<file path="src/rtl/rob_commit_unit_pkg.sv">
// Shared definitions for the reorder-buffer ring and its commit stage:
// entry field layout and the commit FSM state encoding.
package rob_commit_unit_pkg;

    localparam int ENTRY_W   = 16;
    localparam int DONE_BIT  = ENTRY_W - 1;
    localparam int EXC_BIT   = ENTRY_W - 2;
    localparam int PAYLOAD_W = ENTRY_W - 2;
    localparam int STATE_W   = 2;

    typedef enum logic [STATE_W-1:0] {
        RUN   = 2'd0,
        FLUSH = 2'd1,
        DRAIN = 2'd2
    } state_t;

endpackage

</file>
<file path="src/rtl/rob_commit_unit_regs.sv">
// Generic storage cells shared across the codebase: a plain register with
// synchronous reset, and a load-enabled register with synchronous reset.
module rob_rst_reg #(
    parameter int             W       = 1,
    parameter logic [W-1:0]   RST_VAL = '0
) (
    input  logic         clk,
    input  logic         reset,
    input  logic [W-1:0] d,
    output logic [W-1:0] q
);
    always_ff @(posedge clk) begin
        if (reset) q <= RST_VAL;
        else       q <= d;
    end
endmodule

module rob_en_reg #(
    parameter int W = 1
) (
    input  logic         clk,
    input  logic         reset,
    input  logic         en,
    input  logic [W-1:0] d,
    output logic [W-1:0] q
);
    always_ff @(posedge clk) begin
        if (reset)   q <= '0;
        else if (en) q <= d;
    end
endmodule

</file>
<file path="src/rtl/rob_commit_unit.sv">
// In-order commit stage: retires done heads of the reorder buffer into a
// one-entry output register, and drains the buffer after an exception.
module rob_commit_unit
    import rob_commit_unit_pkg::*;
#(
    parameter int ENTRY_BITWIDTH = ENTRY_W,
    parameter int CNT_NBITS      = 16
) (
    input  logic                      clk,
    input  logic                      reset,
    output logic                      head_peek_call,
    input  logic                      head_peek_rdy,
    input  logic [ENTRY_BITWIDTH-1:0] head_peek_value,
    output logic                      head_remove_call,
    input  logic                      head_remove_rdy,
    output logic                      commit_call,
    input  logic                      commit_rdy,
    output logic [ENTRY_BITWIDTH-3:0] commit_value,
    output logic                      flush_call,
    output logic                      alloc_stall,
    output logic [CNT_NBITS-1:0]      retired_count,
    output logic [CNT_NBITS-1:0]      flushed_count
);
    // Status fields stay anchored to the top of the entry for any width.
    localparam int DONE_IDX = DONE_BIT - ENTRY_W + ENTRY_BITWIDTH;
    localparam int EXC_IDX  = EXC_BIT  - ENTRY_W + ENTRY_BITWIDTH;
    localparam int PW       = ENTRY_BITWIDTH - 2;

    logic [STATE_W-1:0] state_bits;
    state_t             state_reg;
    state_t             state_next;
    logic               out_valid_reg;
    logic               out_valid_next;
    logic [PW-1:0]      out_payload_reg;
    logic               head_done;
    logic               head_exc;
    logic               slot_free;
    logic               retire;
    logic               flush_inc;
    logic [1:0]         cnt_inc;
    logic [CNT_NBITS-1:0] cnt_reg  [2];
    logic [CNT_NBITS-1:0] cnt_next [2];

    assign state_reg = state_t'(state_bits);
    assign head_done = head_peek_value[DONE_IDX];
    assign head_exc  = head_peek_value[EXC_IDX];
    assign slot_free = !out_valid_reg || (out_valid_reg && commit_rdy);

    assign head_peek_call = head_peek_rdy;
    assign commit_call    = out_valid_reg;
    assign commit_value   = out_payload_reg;

    always_comb begin
        state_next       = state_reg;
        head_remove_call = 1'b0;
        flush_call       = 1'b0;
        alloc_stall      = 1'b0;
        retire           = 1'b0;
        flush_inc        = 1'b0;
        case (state_reg)
            RUN: begin
                if (head_peek_rdy && head_remove_rdy && head_done) begin
                    if (!head_exc) begin
                        if (slot_free) begin
                            retire           = 1'b1;
                            head_remove_call = 1'b1;
                        end
                    // Exception waits until every older retirement is delivered.
                    end else if (!out_valid_reg) begin
                        head_remove_call = 1'b1;
                        flush_call       = 1'b1;
                        flush_inc        = 1'b1;
                        state_next       = DRAIN;
                    end
                end
            end
            DRAIN: begin
                alloc_stall = 1'b1;
                if (!head_peek_rdy) begin
                    state_next = FLUSH;
                end else if (head_remove_rdy) begin
                    head_remove_call = 1'b1;
                    flush_inc        = 1'b1;
                end
            end
            FLUSH: begin
                alloc_stall = 1'b1;
                state_next  = RUN;
            end
            default: state_next = RUN;
        endcase
    end

    // A retire in the same cycle as an accept keeps the slot occupied.
    assign out_valid_next = retire | (out_valid_reg & ~commit_rdy);

    rob_rst_reg #(.W(STATE_W), .RST_VAL(STATE_W'(RUN))) u_state_reg (
        .clk   (clk),
        .reset (reset),
        .d     (state_next),
        .q     (state_bits)
    );

    rob_rst_reg #(.W(1), .RST_VAL(1'b0)) u_out_valid_reg (
        .clk   (clk),
        .reset (reset),
        .d     (out_valid_next),
        .q     (out_valid_reg)
    );

    rob_en_reg #(.W(PW)) u_out_payload_reg (
        .clk   (clk),
        .reset (reset),
        .en    (retire),
        .d     (head_peek_value[PW-1:0]),
        .q     (out_payload_reg)
    );

    assign cnt_inc = {flush_inc, retire};

    generate
        for (genvar gi = 0; gi < 2; gi++) begin : g_cnt
            assign cnt_next[gi] = cnt_reg[gi] + CNT_NBITS'(cnt_inc[gi]);
            rob_rst_reg #(.W(CNT_NBITS), .RST_VAL('0)) u_cnt_reg (
                .clk   (clk),
                .reset (reset),
                .d     (cnt_next[gi]),
                .q     (cnt_reg[gi])
            );
        end
    endgenerate

    assign retired_count = cnt_reg[0];
    assign flushed_count = cnt_reg[1];

endmodule

</file>
<file path="config.mk">
export PLATFORM = sky130hd
export DESIGN_NAME = rob_commit_unit
export DESIGN_NICKNAME = d
export VERILOG_FILES = /design/src/rtl/rob_commit_unit_pkg.sv /design/src/rtl/rob_commit_unit_regs.sv /design/src/rtl/rob_commit_unit.sv
export SDC_FILE = /design/constraint.sdc
export NUM_CORES = 1
export LEC_CHECK = 0
export ABC_AREA = 0
export ABC_CLOCK_PERIOD_IN_PS = 2950
export CAP_MARGIN = 20
export CORE_MARGIN = 1
export CORE_UTILIZATION = 39
export CTS_CLUSTER_SIZE = 24
export DETAILED_ROUTE_END_ITERATION = 6
export MAX_ROUTING_LAYER = met4
export PLACE_DENSITY = 0.7
export SLEW_MARGIN = 20
export SYNTH_ARGS = -nofsm -noshare
export SYNTH_HDL_FRONTEND = slang
export SYNTH_HIERARCHICAL = 1
export SYNTH_SLANG_ARGS = --single-unit
</file>
<file path="constraint.sdc">
create_clock -name clk -period 2.95 [get_ports clk]
set_clock_uncertainty 0.05 [all_clocks]
set_input_delay 0.59 -clock clk [delete_from_list [all_inputs] [get_ports clk]]
set_output_delay 0.59 -clock clk [all_outputs]
set_load 0.01 [all_outputs]
</file>
# Yosys cells after proc, flatten, opt, wreduce, memory -nomap -nowiden
# Cells that the tools add are included.
# classes
reduce_logical	8
add_sub_neg	2
n_mux	20
n_bitwise	3
n_eq_ne	6
# op_table
cell	n
16-bit by 1-bit adder with 16-bit output	2
1-bit two-way mux	13
2-bit two-way mux	4
2-bit inequality test (second input constant)	4
1-bit case mux with 2 select lines	2
2-bit case mux with 2 select lines	1
4-bit AND reduction	1
1-bit logical AND	3
2-bit by 1-bit == test with 1-bit output (second input constant)	1
2-bit == test (second input constant)	1
2-bit logical NOT	1
2-bit OR reduction	1
1-bit AND	1
1-bit logical NOT	1
1-bit logical OR	1
1-bit NOT	1
1-bit bitwise OR	1
# totals
in_bits	21
output_inout_bits	51
ff_bits	49
wordCells	44

# Logic depth before layout (Yosys ltp)
# depth
word_depth	7
depth_mapped	11
ltp_nobuf	11

# By module
# The synthesis kept the hierarchy.
# by_module_without_submodules
module	instances	area_per_inst_um2	seq_area_each_um2	cells_per_inst
rob_rst_reg (g_cnt[0].u_cnt_reg ...)	2	464.2	320.3	33
rob_commit_unit	1	670.6	0.0	99
rob_en_reg	1	508.0	280.3	45
rob_rst_reg (u_state_reg)	1	52.6	40.0	4
rob_rst_reg (u_out_valid_reg)	1	33.8	20.0	2

# Least setup slack after synthesis
# Ideal clock, no wire load.
# synth_path
path_kind	input-to-reg
startpoint	input port head_peek_value[15]
endpoint	register g_cnt[0].u_cnt_reg.q[10]
path_stages	9
path_buffers	0
setup_ns	0.114
arrival_ns	2.074
path_slack_ns	0.712
required_ns	2.786
path_cell_list	nand4_1 > nor3_1 > ha_1 > ha_1 > nand2_1 > nor2_1 > nand4_1 > xnor2_1 > nor2b_2
# synth_rtl
element	line	source
start, declared	rob_commit_unit.sv:13	input logic [ENTRY_BITWIDTH-1:0] head_peek_value,
end signal, assigned	rob_commit_unit_regs.sv:13	if (reset) q <= RST_VAL;
end signal, assigned	rob_commit_unit_regs.sv:14	else q <= d;
end, declared	rob_commit_unit_regs.sv:10	output logic [W-1:0] q

# Worst setup path after layout
# layout_path
startpoint	input port head_remove_rdy
endpoint	output port head_remove_call
# layout_via
elab_chain_cells	4
word_cells_on_any_way	6
classes_between	mux: 4; reduce/logical: 2
# layout_rtl
element	line	source
start, declared	rob_commit_unit.sv:15	input logic head_remove_rdy,
1-bit logical AND (2 in series)	rob_commit_unit.sv:62	if (head_peek_rdy && head_remove_rdy && head_done) begin
1-bit two-way mux	rob_commit_unit.sv:62	
1-bit case mux with 2 select lines *	rob_commit_unit.sv:60	case (state_reg)
end, declared	rob_commit_unit.sv:14	output logic head_remove_call,
# Every way passes the cells marked *; elsewhere a longest branch is shown, timed or not.

==> impl_metrics.py <==
metrics = {
    "clock_network": {
        "holdBufCountCts": 0,
        "root_buffer": "clkbuf_8",
        "cts_setup_buffers": 0,
        "h-tree-depth": 2,
        "tritoncts.num_buffers": 5,
        "clk_latency_ns": 0.30,
        "clk_pin_slew_ns": 0.08,
        "cts.path.max_buffers": 2,
        "cts_resized": 0,
        "cts_tree": "done",
        "clkSinkCount": 49,
    },
    "status": {
        "status": "completed",
    },
    "sta": {
        "slew_headroom_pct": 49.3,
        "slew_violations": 0,
        "fin_tns_setup_ns": 0,
        "finalSetupViolations": 0,
        "period_needed_ns": 2.73,
        "worst_pin_slew_ns": 0.760,
        "period_share_pct": 92.7,
        "hold_violations": 0,
        "fmax_ghz": 0.366,
        "rsz0062_at_grt": "false",
    },
    "worst_hold_path": {
        "hp-class": "reg2reg",
        "min_to": "u_out_payload_reg/q[6]",
        "holdPathStages": 2,
        "min-delay-start": "u_out_payload_reg/q[6]",
    },
    "global_routing": {
        "gr-usage-all-layers_pct": 15.4,
        "grt_pass1_vias": 1575,
        "grt_pass1_wl_mm": 7.00,
        "grt_overflow": 0,
        "antenna_found_initial": 0,
        "grt_max_degree": 37,
    },
    "synth": {
        "yosysSeqAreaShare_pct": 44.7,
        "syn_nets": 243,
        "yosysWarnings": 6,
        "synth_flop_cell": "dfxtp_1",
        "synth-seq-cells": 49,
        "async_reset_ff_share_pct": 0,
        "ys_types": 29,
        "avgSynthCellArea_um2": 10.2,
        "synth_enable_flop_cells": 0,
        "synth_area_um2": 2190,
        "syn_inst": 216,
    },
    "layout": {
        "drive_gt1_share_pct": 15.9,
        "area_growth_pct": 39.8,
        "layout.nets": 322,
        "fill_cells": 479,
        "stdcell_count": 365,
        "antenna_cells": 0,
        "utilization_pct": 58.2,
    },
    "place": {
        "dp.final_hpwl_mm": 3.04,
        "io_buffer_count": 71,
        "globalplace.congestion": 0.792,
        "place_inst": 358,
    },
    "critical_path": {
        "critPathMostFrequentCell": "clkdlybuf4s50_1",
        "cpPeakStageDelay_ns": 0.56,
        "cpMaxStageDelayCell": "clkdlybuf4s50_1",
        "r2r-start": "u_state_reg/q[0]",
        "r2r_slack_ns": 0.63,
        "critPathTopFamily": "buffers and inverters",
        "cp_cell_sequence": "clkdlybuf4s50_1 -> nand4_1 -> buf_4 -> o21ai_0 -> clkdlybuf4s50_1",
        "cp-end-kind": "primary output",
        "cp_max_fo": 4,
        "critPathLaunchType": "input pin",
        "critPathRequiredTime_ns": 2.31,
        "reg2reg_to": "g_cnt[1].u_cnt_reg/q[10]",
        "path_class": "in2out",
        "path_buf_inv": 3,
        "reg2regPathDepth": 11,
        "critPathArrivalTime_ns": 2.09,
    },
    "die": {
        "coreArea_um2": 5270,
        "num_rows": 26,
        "die-area_um2": 5930,
        "initial_core_util_pct": 41.6,
        "dieWidth_um": 77.0,
        "num_io_pins": 72,
        "chipHeight_um": 77.0,
    },
    "power_and_ir_drop": {
        "swShare_pct": 21.5,
        "netSwitchingPower_mw": 0.248,
        "seqPwrFrac_pct": 58.1,
        "irDropWorstVdd_v": 0.000181,
        "powerDensity_nw_per_um2": 377,
        "leakage_nw": 1.19,
        "intPower_mw": 0.907,
        "p_clk_share_pct": 34.2,
        "comb_power_share_pct": 7.7,
        "power_mw": 1.16,
    },
    "routing": {
        "first_pass_iters": 4,
        "drt_iter0_drc": 57,
        "routed_wl_mm": 4.16,
        "drtAntennaViolNets": 0,
        "vias": 1669,
        "viasPerCell": 4.57,
        "wl_per_cell_um": 11.4,
        "drc": 0,
    },
    "flow_run": {
        "max_cap_violations": 0,
    },
}
[per-stage QoR]
stage / setup slack, ns / hold WS, ns / instance area (um^2)
after global placement: 0.151 / 0.420 / 2980
after detailed placement: 0.114 / 0.431 / 2980
after floorplan: 0.712 / 0.478 / 2190
after global routing: 0.113 / 0.476 / 3070
final: 0.216 / 0.445 / 3070
after CTS: 0.193 / 0.450 / 3070
[worst max path at each step]
stage                        startpoint                  endpoint  slack [ns]  depth (start not counted)
finish                  head_remove_rdy          head_remove_call        0.22                          5
global route            head_remove_rdy          head_remove_call        0.11                          5
CTS                     head_remove_rdy          head_remove_call        0.19                          5
detailed placement      head_remove_rdy  g_cnt[1].u_cnt_reg/q[10]        0.11                         10
global placement        head_remove_rdy  g_cnt[1].u_cnt_reg/q[10]        0.15                         10
floorplan           head_peek_value[15]  g_cnt[0].u_cnt_reg/q[10]        0.71                          9
[sequential cells by signal, indices dropped and copies added, names as in the netlist]
signal	flops
u_state_reg/q	2
u_out_valid_reg/q	1
u_out_payload_reg/q	14
g_cnt.u_cnt_reg/q	32
[placed cells by master (no fill, tap or decap), drive strengths merged, types with 8 or more instances in the layout]
master | netlist | layout
nor2b | 24 | 24
nand4 | 8 | 8
dfxtp | 49 | 49
nand2 | 8 | 8
xnor2 | 16 | 16
mux2i | 14 | 14
clkdlybuf4s50 | 0 | 70
buf | 5 | 8
nor2 | 25 | 25
nand3 | 13 | 13
and2b | 12 | 12
xor2 | 12 | 12
[final cells by class]
type	count	area, um^2	area share, %
Multi-Input combinational cell	156	1130	37.0
Sequential cell	49	981	32.0
Timing Repair Buffer	78	758	24.7
Clock buffer	7	86.3	2.82
Inverter	5	18.8	0.612
Tap cell	70	87.6	2.86
[Yosys cell counts (2+ instances only)]
library cell / instances / area share (%)
mux2i_1: 14 / 6.4
xor2_1: 12 / 4.8
and2b_2: 12 / 4.8
xnor2_1: 16 / 6.4
inv_1: 5 / 0.86
o21ai_0: 3 / 0.68
a21oi_1: 2 / 0.46
nand2_1: 8 / 1.4
nor3_1: 5 / 1.1
and3_4: 2 / 1.0
nand2b_1: 2 / 0.57
nor2_1: 24 / 4.1
buf_6: 3 / 1.5
nand3_1: 12 / 2.7
nand4_1: 8 / 2.3
dfxtp_1: 49 / 45
nor2b_2: 14 / 5.6
nor2b_1: 9 / 2.6
ha_1: 6 / 3.4
[per-layer routing]
layer,routed length [um],GRT usage (%)
met5,0,-
met4,78,6.79
met3,226,4.29
met2,1920,25.7
met1,1940,17.2
[cell families (layout without fill, tap and decap cells)]
logic type	count (synthesis)	count (layout)	share of synthesized area [%]
xor gates and xnor gates	28	28	11.2
adders and majority gates	6	6	3.42
AOI/OAI and AO/OA	7	7	1.83
DFF	49	49	44.7
and+or+nand+nor	101	101	28.6
muxes	14	14	6.39
buffers and inverters	11	90	3.82
[power by group through the flow]
| stage | clock (mW) | combinational (mW) | sequential, mW |
|---|---|---|---|
| finish | 0.395 | 0.0891 | 0.671 |
| global route | 0.441 | 0.0969 | 0.672 |
| CTS | 0.412 | 0.0907 | 0.671 |
| detailed placement | 0 | 0.0901 | 0.686 |
| global placement | 0 | 0.0898 | 0.686 |
| floorplan | 0 | 0.0355 | 0.689 |
[worst reg2reg max path, stage by stage, from the launching register on]
cell     delay, ns
dfxtp_1       0.31
inv_1         0.07
ha_1          0.19
nand4_1       0.15
buf_4         0.18
o21ai_0       0.17
ha_1          0.20
ha_1          0.18
and4_2        0.28
nand4_1       0.14
xnor2_1       0.14
nor2b_2       0.14
No activity file was read; power rests on OpenSTA's default activity.
==> RTL change 1: new RTL, same settings <==
`CNT_NBITS`: 16 -> 12.
--- a/src/rtl/rob_commit_unit.sv
+++ b/src/rtl/rob_commit_unit.sv
@@ -5,5 +5,5 @@
 #(
     parameter int ENTRY_BITWIDTH = ENTRY_W,
-    parameter int CNT_NBITS      = 16
+    parameter int CNT_NBITS      = 12
 ) (
     input  logic                      clk,
Interface: changed (resized flushed_count and retired_count); port bits go from 72 to 64. The function was not compared with the original's and may differ.
==> RTL change 1 against the unedited design <==
Power down 4.2%; synthesized area down 14%; die area down 14%; sequential cell count down 8; cell area down 13%; wire length down 18%; clock power up 15%; register-to-register slack better by 0.12 ns; worst setup slack worse by 0.026 ns; sequential share of layout area down 1.3 points; largest cell class unchanged; highest routed layer unchanged.
==> RTL change 1: results (changes against the unedited design) <==
metric;value;unit;change
setup_viol;0;;unchanged
dr_wl_met3;239;um;+5.8%
io_buffers;63;;-11%
finalWirelength;3390;um;-18%
maxUsedRoutingLayer;met4;;
grt_util_met3;4.50;%;+0.21 points
numCtsBuffers;5;;unchanged
async_flop_share;0;%;unchanged
hpwl;2510;um;-17%
worst_ep_arrival_time;2.12;ns;+0.03 ns
synth_area_per_cell;10.5;um^2;+3.2%
run_status;completed;;
final_common_cell;clkdlybuf4s50_1;;
fillers;416;;-13%
tightest_slew;0.730;ns;-0.0298 ns
ys_top_cells_by_area;dfxtp_1 44%, mux2i_1 7.4%, nor2b_2 7.4%, xnor2_1 6.5%, ha_1 4.6%;;
dp_cells;292;;-18%
grt_max_degree;30;;-19%
grt_pass1_vias;1298;;-18%
grt_use_total;14.7;%;-0.69 points
grtUsageMet2;23.9;%;-1.8 points
grt_pass1_wl;5730;um;-18%
met2_length;1560;um;-18%
ys_types;32;;+10%
vias;1435;;-14%
muxShareOfSynthArea;7.43;%;+1.0 points
met1Wirelength;1540;um;-20%
gp_congestion;0.678;;-14%
drtIter0Drc;40;;-30%
syn-num-nets;208;;-14%
grtUsageMet1;16.8;%;-0.39 points
ys_top_cells_by_count;41 x dfxtp_1, 16 x nor2b_2, 15 x nor2_1, 14 x mux2i_1, 14 x xnor2_1;;
synth_compound_area_share;2.12;%;+0.30 points
power.leakage;1.01;nW;-15%
num-nets-final;275;;-15%
largest_registers;g_cnt.u_cnt_reg/q x24, u_out_payload_reg/q x14, u_state_reg/q x2;;
drive_gt1_share;16.9;%;+1.0 points
vdd_ir_drop_max;243;uV;+34%
synth_xor_area_share;9.29;%;-1.9 points
yosys.area_share.adder;4.64;%;+1.2 points
postCtsSetupRepairBufs;0;;unchanged
viasPerCell;4.78;;+4.6%
insertion_delay;0.28;ns;-0.02 ns
seq_area_frac_synth;43.5;%;-1.2 points
## RTL change 1: kinds of logic (layout without fill, tap and decap cells)
group	after synthesis	in the layout
adders and majority gates	7	7
and+or+nand+nor	80	80
xor gates and xnor gates	20	20
muxes	14	14
DFF	41	41
buffers and inverters	11	79
AOI/OAI and AO/OA	7	7
## RTL change 1: layout make-up
class	instances	share of cell area [%]
Timing Repair Buffer	67	25.0
Tap cell	52	2.44
Sequential cell	41	30.7
Inverter	4	0.562
Clock buffer	7	3.23
Multi-Input combinational cell	128	36.9
Clock inverter	1	1.12
## RTL change 1: final timing paths
| check | start | end | slack (ns) | cells past startpoint |
|---|---|---|---|---|
| hold reg to reg | u_out_payload_reg/q[13]$_SDFFE_PP0P_ | u_out_payload_reg/q[13]$_SDFFE_PP0P_ | 0.45 | 2 |
| hold / removal | u_out_payload_reg/q[13]$_SDFFE_PP0P_ | u_out_payload_reg/q[13]$_SDFFE_PP0P_ | 0.45 | 2 |
| setup / recovery | head_peek_value[14] | flush_call | 0.19 | 5 |
| setup reg to reg | u_state_reg/q[0]$_SDFF_PP0_ | g_cnt[1].u_cnt_reg/q[11]$_SDFF_PP0_ | 0.75 | 10 |
## RTL change 1: report_power, final
part / internal [mW] / leakage (nW) / switching, mW
clock network: 0.276 / 0.0585 / 0.178
registers: 0.560 / 0.331 / 0.00335
logic: 0.0543 / 0.619 / 0.0364
## RTL change 1: per-stage QoR
step	power (mW)	worst slack (ns)	cell area [um^2]
floorplan	0.616	0.846	1890
global placement	0.667	0.189	2550
detailed placement	0.668	0.184	2550
CTS	1.13	0.181	2670
global route	1.15	0.117	2670
finish	1.11	0.190	2670
## RTL change 1: worst max-delay path: stages
cell             delay [ns]
clkdlybuf4s50_1        0.54
nand2b_1               0.08
or2_2                  0.32
inv_1                  0.06
clkdlybuf4s50_1        0.53
==> RTL change 2: new RTL, same flow settings <==
Without the edit above. Register the outputs `retired_count` and `flushed_count`; this adds one clock of latency there. The other outputs are not delayed to match.
--- a/src/rtl/rob_commit_unit.sv
+++ b/src/rtl/rob_commit_unit.sv
@@ -131,6 +131,8 @@
     endgenerate
 
-    assign retired_count = cnt_reg[0];
-    assign flushed_count = cnt_reg[1];
+    always_ff @(posedge clk) begin
+        retired_count <= cnt_reg[0];
+        flushed_count <= cnt_reg[1];
+    end
 
 endmodule
Formal check against the unedited RTL: not equivalent (a bounded check fails within 4 cycles, from zero or initial values and one cycle with reset high).
==> RTL change 2 against the unedited design <==
Synthesized area up 29%; synthesized cell count grew 15%; sequential cell count rose by 32; critical endpoint unchanged; wire length increased by 16%; via count is 14% higher; final cell count is 18% higher; largest power group unchanged; worst setup slack worse by 0.043 ns; sequential power increased by 64%; power is 81% higher; cell area increased by 26%.
==> RTL change 2: results (changes against the unedited design) <==
metric;value;unit;change
place_ws;0.113;ns;-0.000964 ns
setup_viol;0;;unchanged
seq_area_frac_synth;57.2;%;+12 points
antenna_cells;0;;unchanged
grt_pass1_vias;1823;;+16%
largest_registers;g_cnt.u_cnt_reg/q x32, flushed_count x16, retired_count x16;;
relSlewSlack;50.9;%;+1.6 points
ys.flop_type;dfxtp_1;;
vdd_ir_drop_max;241;uV;+33%
routedWlPerCell;11.2;um;-1.9%
hpwl;3370;um;+11%
cp_top_family;buffers and inverters;;
hold_class;register to register;;
grt_pass1_wl;8070;um;+15%
io_buffers;71;;unchanged
placed_cell_area;3640;um^2;+22%
finalWirelength;4820;um;+16%
syn-num-nets;275;;+13%
dp_cells;415;;+16%
dr.pass1.iters;2;;-2
drtIter0Drc;30;;-47%
grt_use_total;14.7;%;-0.68 points
insertion_delay;0.35;ns;+0.05 ns
grt_max_degree;35;;-5.4%
gp_congestion;0.747;;-5.7%
fillers;631;;+32%
viasPerCell;4.42;;-3.4%
worst_ep_arrival_time;2.14;ns;+0.05 ns
clock_tree.root_cell;clkbuf_8;;
htreeDepth;3;;+1
num-nets-final;357;;+11%
run_status;completed;;
numCtsBuffers;9;;+4
syn_inst;248;;+15%
power.leakage;1.50;nW;+26%
drive_gt1_share;16.7;%;+0.78 points
ys_top_cells_by_count;81 x dfxtp_1, 24 x nor2_1, 16 x xnor2_1, 14 x mux2i_1, 14 x nor2b_2;;
ys_top_cells_by_area;dfxtp_1 57%, mux2i_1 4.9%, xnor2_1 4.9%, nor2b_2 4.3%, and2b_2 3.7%;;
-- RTL change 2: layout make-up --
| cell class | count | area, um^2 | area share, % |
|---|---|---|---|
| Clock buffer | 9 | 124 | 3.20 |
| Clock inverter | 7 | 101 | 2.62 |
| Inverter | 5 | 18.8 | 0.485 |
| Multi-Input combinational cell | 156 | 1130 | 29.3 |
| Sequential cell | 81 | 1620 | 41.9 |
| Tap cell | 96 | 120 | 3.10 |
| Timing Repair Buffer | 77 | 751 | 19.4 |
-- RTL change 2: routing by layer --
metal	part of all wire [%]	GRT usage, %	vias to the layer above
li1	-	-	975
met1	45	16.3	872
met2	46	22.7	47
met3	6.0	4.74	10
met4	2.7	9.84	0
met5	0	-	-
-- RTL change 2: final timing paths --
check,startpoint,to,slack (ns),depth (start not counted)
hold reg to reg,g_cnt[0].u_cnt_reg/q[0]$_SDFF_PP0_,retired_count[0]$_DFF_P_,0.31,0
setup reg to reg,u_state_reg/q[0]$_SDFF_PP0_,g_cnt[1].u_cnt_reg/q[15]$_SDFF_PP0_,0.62,11
hold / removal,g_cnt[0].u_cnt_reg/q[0]$_SDFF_PP0_,retired_count[0]$_DFF_P_,0.31,0
setup / recovery,head_remove_rdy,head_remove_call,0.17,5
-- RTL change 2: per-stage QoR --
| step | hold slack [ns] | utilization, % |
|---|---|---|
| finish | 0.310 | 56.0 |
| CTS | 0.314 | 56.0 |
| global placement | 0.288 | 52.8 |
| global route | 0.320 | 56.0 |
| floorplan | 0.284 | - |
| detailed placement | 0.299 | 52.8 |
-- RTL change 2: cell families after synthesis --
kind of cell             share of synthesized area, %
AND/OR/NAND/NOR                                  22.2
flip-flops                                       57.2
XOR/XNOR                                         8.65
multiplexers                                     4.94
buffers and inverters                            2.96
AO/OA/AOI/OAI                                    1.41
adder cells (fa/ha/maj)                          2.65
-- RTL change 2: power breakdown --
group / switching [mW] / internal, mW
Combinational: 0.0367 / 0.0520
Sequential: 0.00359 / 1.10
Clock: 0.412 / 0.483
